==> src/rtl/io_fifo_port.sv <==
// io_fifo_port: core req/ack port bridging 16-bit TX and RX FIFOs to a device stream.
// Optional read-stall timeout enabled by defining IO_FIFO_PORT_TIMEOUT_EN.
`default_nettype none
module io_fifo_port #(
  parameter int DEPTH   = 4,
  parameter int TIMEOUT = 256
) (
  input  logic                   clock,
  input  logic                   reset,
  input  logic                   io_read,
  input  logic                   io_write,
  input  logic [15:0]            io_wdata,
  output logic                   ioack,
  output logic [15:0]            io_rdata,
  output logic [15:0]            tx_data,
  output logic                   tx_valid,
  input  logic                   tx_ready,
  input  logic [15:0]            rx_data,
  input  logic                   rx_valid,
  output logic                   rx_ready,
  output logic [$clog2(DEPTH):0] tx_level,
  output logic [$clog2(DEPTH):0] rx_level
);
  localparam int AW = $clog2(DEPTH);
  localparam int LW = AW + 1;
  localparam logic [LW-1:0] FULL = LW'(DEPTH);

  if (DEPTH < 2 || (DEPTH & (DEPTH - 1)) != 0) begin : g_bad_depth
    $error("io_fifo_port: DEPTH must be a power of two and at least 2");
  end
  if (TIMEOUT < 1) begin : g_bad_timeout
    $error("io_fifo_port: TIMEOUT must be at least 1");
  end

  typedef enum logic [1:0] {IDLE = 2'd0, ACK = 2'd1, DROP = 2'd2} state_e;

  state_e        state_q, state_d;
  logic          ioack_q;
  logic [15:0]   rdata_q, rdata_d;
  logic [15:0]   tx_mem_q [DEPTH];
  logic [15:0]   rx_mem_q [DEPTH];
  logic [AW-1:0] tx_wptr_q, tx_rptr_q, rx_wptr_q, rx_rptr_q;
  logic [LW-1:0] tx_level_q, tx_level_d, rx_level_q, rx_level_d;
  logic          tx_push, tx_pop, rx_push, rx_pop;
  logic          tx_full, rx_empty, to_fire;

  assign tx_full  = (tx_level_q == FULL);
  assign rx_empty = (rx_level_q == '0);
  assign tx_valid = (tx_level_q != '0);
  assign rx_ready = (rx_level_q != FULL);
  assign tx_pop   = tx_valid && tx_ready;
  assign rx_push  = rx_valid && rx_ready;

  assign ioack    = ioack_q;
  assign io_rdata = rdata_q;
  assign tx_data  = tx_mem_q[tx_rptr_q];
  assign tx_level = tx_level_q;
  assign rx_level = rx_level_q;

`ifdef IO_FIFO_PORT_TIMEOUT_EN
  localparam int TCW = $clog2(TIMEOUT + 1);
  localparam logic [TCW-1:0] TO_LAST = TCW'(TIMEOUT - 1);

  logic [TCW-1:0] to_cnt_q, to_cnt_d;
  logic           read_stall;

  // Counts only while an otherwise-unserviceable read waits in IDLE.
  assign read_stall = (state_q == IDLE) && io_read && !io_write && rx_empty;
  assign to_fire    = read_stall && (to_cnt_q == TO_LAST);
  assign to_cnt_d   = (read_stall && !to_fire) ? to_cnt_q + TCW'(1) : '0;

  always_ff @(posedge clock or negedge reset) begin
    if (!reset) to_cnt_q <= '0;
    else        to_cnt_q <= to_cnt_d;
  end
`else
  assign to_fire = 1'b0;
`endif

  always_comb begin
    state_d = state_q;
    rdata_d = rdata_q;
    tx_push = 1'b0;
    rx_pop  = 1'b0;
    case (state_q)
      IDLE: begin
        // A pending write always wins over a simultaneous read.
        if (io_write) begin
          if (!tx_full) begin
            tx_push = 1'b1;
            state_d = ACK;
          end
        end else if (io_read) begin
          if (!rx_empty) begin
            rx_pop  = 1'b1;
            rdata_d = rx_mem_q[rx_rptr_q];
            state_d = ACK;
          end else if (to_fire) begin
            rdata_d = '0;
            state_d = ACK;
          end
        end
      end
      ACK:     state_d = DROP;
      DROP:    if (!io_read && !io_write) state_d = IDLE;
      default: state_d = IDLE;
    endcase
  end

  always_comb begin
    tx_level_d = tx_level_q;
    rx_level_d = rx_level_q;
    if (tx_push && !tx_pop)      tx_level_d = tx_level_q + LW'(1);
    else if (!tx_push && tx_pop) tx_level_d = tx_level_q - LW'(1);
    if (rx_push && !rx_pop)      rx_level_d = rx_level_q + LW'(1);
    else if (!rx_push && rx_pop) rx_level_d = rx_level_q - LW'(1);
  end

  always_ff @(posedge clock or negedge reset) begin
    if (!reset) begin
      state_q    <= IDLE;
      ioack_q    <= 1'b0;
      rdata_q    <= '0;
      tx_wptr_q  <= '0;
      tx_rptr_q  <= '0;
      rx_wptr_q  <= '0;
      rx_rptr_q  <= '0;
      tx_level_q <= '0;
      rx_level_q <= '0;
    end else begin
      state_q    <= state_d;
      ioack_q    <= (state_q == ACK);
      rdata_q    <= rdata_d;
      tx_level_q <= tx_level_d;
      rx_level_q <= rx_level_d;
      if (tx_push) tx_wptr_q <= tx_wptr_q + AW'(1);
      if (tx_pop)  tx_rptr_q <= tx_rptr_q + AW'(1);
      if (rx_push) rx_wptr_q <= rx_wptr_q + AW'(1);
      if (rx_pop)  rx_rptr_q <= rx_rptr_q + AW'(1);
    end
  end

  // Storage needs no reset: the pointers and levels define what is valid.
  always_ff @(posedge clock) begin
    if (tx_push) tx_mem_q[tx_wptr_q] <= io_wdata;
    if (rx_push) rx_mem_q[rx_wptr_q] <= rx_data;
  end
endmodule
`default_nettype wire

==> config.mk <==
export PLATFORM = sky130hd
export DESIGN_NAME = io_fifo_port
export DESIGN_NICKNAME = d
export VERILOG_FILES = /design/src/rtl/io_fifo_port.sv
export SDC_FILE = /design/constraint.sdc
export NUM_CORES = 1
export LEC_CHECK = 0
export CORE_ASPECT_RATIO = 1.25
export CORE_UTILIZATION = 45
export DETAILED_ROUTE_END_ITERATION = 16
export GPL_TIMING_DRIVEN = 1
export HOLD_SLACK_MARGIN = 0.02
export PLACE_DENSITY = 0.67
export SLEW_MARGIN = 20
export SYNTH_ARGS = -nofsm -noshare
export SYNTH_HDL_FRONTEND = slang
export SYNTH_SLANG_ARGS = --single-unit
==> constraint.sdc <==
create_clock -name clock -period 2.6 [get_ports clock]
set_input_delay 0.65 -clock clock [delete_from_list [all_inputs] [get_ports clock]]
set_output_delay 0.65 -clock clock [all_outputs]
set_load 0.03 [all_outputs]
# Word-level counts from Yosys, hierarchy flattened
# Memories as Yosys holds them, arrays and structs flattened. A register that Yosys moved wholly into a read port is not among the register bits.
# Index checks and enable logic that the tools add are counted.
word_totals:
  memories: 2
  out_inout_bits: 41
  regBits: 17
  elab_cells: 70
  inputBits: 38
  mem_bits_rw: 128
op_classes:
  eq_ne: 8
  addsub: 8
  muxes: 21
  bitwise_logic: 2
  n_reduce_logical: 21
mem_list:
  columns: ["name", "depth", "width", "rd", "rd_ports_with_merged_regs", "write_ports", "line", "source"]
  rows:
  - ["rx_mem_q", 4, 16, 1, 1, 1, "41", "logic [15:0] rx_mem_q [DEPTH];"]
  - ["tx_mem_q", 4, 16, 1, 0, 1, "40", "logic [15:0] tx_mem_q [DEPTH];"]
ops:
  columns: ["cell", "count"]
  rows:
  - ["3-bit two-way mux", 4]
  - ["3-bit inequality test, second input constant", 4]
  - ["1-bit two-way mux", 11]
  - ["2-bit two-way mux", 5]
  - ["2-bit by 1-bit adder with 2-bit output, second input constant", 4]
  - ["4-bit AND reduction", 2]
  - ["1-bit logical AND", 7]
  - ["1-bit zero test", 7]
  - ["3-bit by 1-bit adder with 3-bit output, second input constant", 2]
  - ["2-bit case mux with 3 select lines", 1]
  - ["3-bit by 1-bit subtractor with 3-bit output, second input constant", 2]
  - ["2-bit nonzero test", 2]
  - ["3-bit equality test, second input constant", 1]
  - ["3-bit zero test", 1]
  - ["3-bit nonzero test", 1]
  - ["2-bit by 1-bit equality test with 1-bit output, second input constant", 1]
  - ["2-bit equality test, second input constant", 1]
  - ["2-bit zero test", 1]
  - ["2-bit inequality test, second input constant", 1]
  - ["1-bit NOT", 2]

# Depth between registers and ports, before layout
depth:
  word_depth: 8
  mapped_depth: 11
  mapped_depth_nobuf: 9

# Worst setup path after synthesis
# OpenSTA, ideal clock, no wires.
synth_path:
  path_type: "reg-to-reg"
  start: "reg rx_level_q[0], in the netlist rx_level[0]"
  end: "reg rx_level_q[2], in the netlist rx_level[2]"
  setup_slack_ps: 76
  required_time_ps: 2519
  t_arrival_ps: 2443
  synth_period_minus_slack_ps: 2524
  path_stages_with_launch: 12
  path_buffers: 2
  setup_time_ps: 81
  path_cell_list: "dfrtp_1 -> or3_1 -> and3_1 -> buf_6 -> buf_12 -> inv_1 -> ha_1 -> inv_1 -> fa_1 -> xor2_1 -> nor2_1 -> xor2_1"
synth_between:
  elab_chain_cells: 8
  word_cells_on_any_way: 16
  classes_between: "2 x add/sub; 1 x eq/ne; 6 x mux; 7 x reduce/logical"
synth_lines:
  columns: ["item", "line", "source"]
  rows:
  - ["from (decl)", "43", "logic [LW-1:0] tx_level_q, tx_level_d, rx_level_q, rx_level_d;"]
  - ["from (signal assigned)", "135", "rx_level_q <= rx_level_d;"]
  - ["3-bit zero test", "48", "assign rx_empty = (rx_level_q == '0);"]
  - ["1-bit two-way mux", "94", "if (!rx_empty) begin"]
  - ["1-bit two-way mux", "93", "end else if (io_read) begin"]
  - ["1-bit two-way mux", "88", "if (io_write) begin"]
  - ["1-bit two-way mux", "85", "case (state_q)"]
  - ["1-bit zero test", "115", "if (rx_push && !rx_pop) rx_level_d = rx_level_q + LW'(1);"]
  - ["1-bit logical AND", "115", null]
  - ["3-bit two-way mux / 2-bit nonzero test (equally long branches)", null, null]
# Parallel ways exist; a longest one is shown, timed or not. The select of a mux whose other input is x is not followed.
# A chain may end at the register's enable or synchronous reset.

# Final worst setup path
layout_path:
  start: "reg tx_rptr_q[0]"
  end: "out tx_data[12]"
layout_between:
  elab_chain_cells: 1
layout_lines:
  columns: ["item", "line", "source"]
  rows:
  - ["from (decl)", "42", "logic [AW-1:0] tx_wptr_q, tx_rptr_q, rx_wptr_q, rx_rptr_q;"]
  - ["from (signal assigned)", "137", "if (tx_pop) tx_rptr_q <= tx_rptr_q + AW'(1);"]
  - ["memory 4 x 16 bit", null, null]
  - ["to (decl)", "15", "output logic [15:0] tx_data,"]
# Every way passes these cells.

==> results.cfg <==
[grt]
grt_pass1_wl_um = 17170
grt_start_max_net_pins = 34
antenna_found_initial = 0
grt-ovfl-total = 0
grt.total_usage_pct = 16.69
grt_pass1_vias = 3256

[worst_setup_path]
reg2reg_from = rx_level[0]
startpoint = tx_rptr_q[0]
arrival_ps = 1890
max_stage_delay_ps = 510
crit_chain = buf_4 > mux4_2 > dlygate4sd2_1
required_ps = 1950
crit_fanout = 6
path_delay_family = buffers and inverters
critPathCaptureType = output port
crit_buf_inv = 2
slowest_stage = mux4_2
start_kind = flop
path_class = reg -> out

[final_layout]
final_area_um2 = 7878
area_growth_pct = 27.35
antenna_cells = 0
drive_gt1_share_pct = 28.96
fin_util_pct = 59.01
nets = 441
fill_cells = 977

[synthesis]
synth.top_cells.by_area = edfxtp_1 62%, dfrtp_1 13%, mux4_2 12%
synth_fp_nets = 334
yosysUniqueCellTypes = 29
yosysMostFrequentCell = edfxtp_1
avgSynthCellArea_um2 = 21.78
ys.flop_type = edfxtp_1
synthArstFlopShare_pct = 20.50
synth-edff-count = 128
seq_area_frac_synth_pct = 75.49
syn_area_um2 = 6186
synth.top_cell.area_share_pct = 62.14
synth-seq-cells = 161
synth.largest_area_cell = edfxtp_1
yosys_warnings = 0
ys_top_cells_by_count = 128 x edfxtp_1, 33 x dfrtp_1, 32 x mux4_2
syn_inst = 284

[placed_design]
gp_congestion = 0.6856
dpl_cell_area_um2 = 7345
portBuffers = 78
dp_hpwl_um = 6880
place_ws_ps = -38.47

[clocking]
clockBufferDepth = 2
ctsHoldBuffers = 0
htree_levels = 4
postCtsSetupBuffers = 0
cts_tree = built
cts_made_buffers = 17
cts.sinks = 161
clk_latency_ps = 410
root_buffer = clkbuf_16
clkTransAtPathRegs_ps = 60

[sta]
rsz0062_at_grt = yes
layout_min_cycle_time_ps = 2541
slew_headroom_pct = 43.64
fin_ws_ps = 59.26
period_share_pct = 97.72
worstMarginPinSlew_ps = 845.4
hold_viol = 0
clock_skew_ps = 6.874
setup_viol = 0
finalMaxSlewViolations = 0
max_freq_mhz = 393.6

[floorplanning]
pin_count = 79
die_x_um = 106.9
core_area_um2 = 13350
rows = 47
die_h_um = 133.1
start_util_pct = 46.34
die_area_um2 = 14220

[drt]
ant_nets = 0
first_pass_iters = 4
via_per_inst = 5.120
wl_um = 10720
drcViolationCount = 0
wl_per_cell_um = 18.63
vias = 2944
drt_first_iter_violations = 108

[outcome]
outcome = completed

[hold_path]
holdCritPathClass = in -> async

[flow_run]
drv_cap = 0

[pwr]
p_leak_uw = 0.002819
power_density_nw_per_um2 = 1216
ir_drop_uv = 702.9
[cells in the final DEF, fill, tap and decap left out, types with 4 or more instances in the layout]
master and count:
and2_1 8, mux4_2 32, ha_1 10, xor2_1 6, dlygate4sd2_1 4, buf_4 14, dfrtp_1 33, mux2_4 8
clkbuf_16 17, clkinvlp_4 4, clkbuf_2 11, buf_12 7, mux2_2 12, edfxtp_1 128, xnor2_1 6, inv_1 8
nor2_1 5, clkdlybuf4s50_1 60
[flip-flops by register name, summed over array words and instances (netlist names)]
| name | flops |
|---|---|
| rx_level | 3 |
| rx_mem_q | 64 |
| io_rdata | 16 |
| rx_rptr_q | 2 |
| state_q | 2 |
| ioack | 1 |
| tx_mem_q | 64 |
| tx_level | 3 |
| rx_wptr_q | 2 |
| tx_rptr_q | 2 |
| tx_wptr_q | 2 |
[final cells by class]
cell class | instances | area, µm² | area share (%)
flip-flops and latches | 161 | 4669 | 59.28
well taps | 171 | 214.0 | 2.716
inverters | 8 | 30.03 | 0.3812
repair buffers | 99 | 963.4 | 12.23
clock inverters | 11 | 130.1 | 1.652
clock buffers | 21 | 460.4 | 5.845
multi-input cells | 104 | 1410 | 17.90
[kinds of logic after synthesis]
group	synth area share, %
AOI/OAI and AO/OA	0.4450
xor gates and xnor gates	1.699
adders and majority gates	2.670
buffers and inverters	1.719
DFF	75.49
muxes	15.78
and+or+nand+nor	2.205
[layer usage]
layer	GRT usage [%]	share of wire (%)	vias to the layer above
met4	5.023	0.73	0
met1	20.70	42	1522
met2	27.96	52	77
li1	-	-	1339
met3	5.320	5.2	6
met5	0	0	-
[timing repair]
action / in CTS / in global routing
endpoints found under the setup margin: 16 / 14
gates cloned: 0 / 0
pin swaps: 0 / 0
resized for setup: 16 / 24
[final timing paths]
check | to | slack [ps] | depth (start not counted)
hold reg to reg | state_q[0] | 460 | 1
setup reg to reg | rx_level[2] | 380 | 9
hold / removal | io_rdata[14] | 350 | 1
max in group asynchronous | io_rdata[7] | 1710 | 1
setup / recovery | tx_data[12] | 60 | 3
min in group clock | state_q[0] | 460 | 1
[power by group]
| group | switching [µW] | internal (µW) |
|---|---|---|
| clock network | 961 | 1470 |
| logic | 1800 | 1610 |
| registers | 290 | 3440 |
[metrics by stage]
stage / TNS, ps / power (µW) / cells / hold WS, ps
after CTS: 0 / 9744 / 575 / 361.9
after floorplan: 0 / 6006 / 284 / 354.4
final: 0 / 9576 / 575 / 348.4
after detailed placement: -38.47 / 7396 / 543 / 454.3
after global placement: 0 / 7326 / 543 / 443.9
after global routing: -21.46 / 10070 / 575 / 393.2
(Power assumes the default switching activity.)
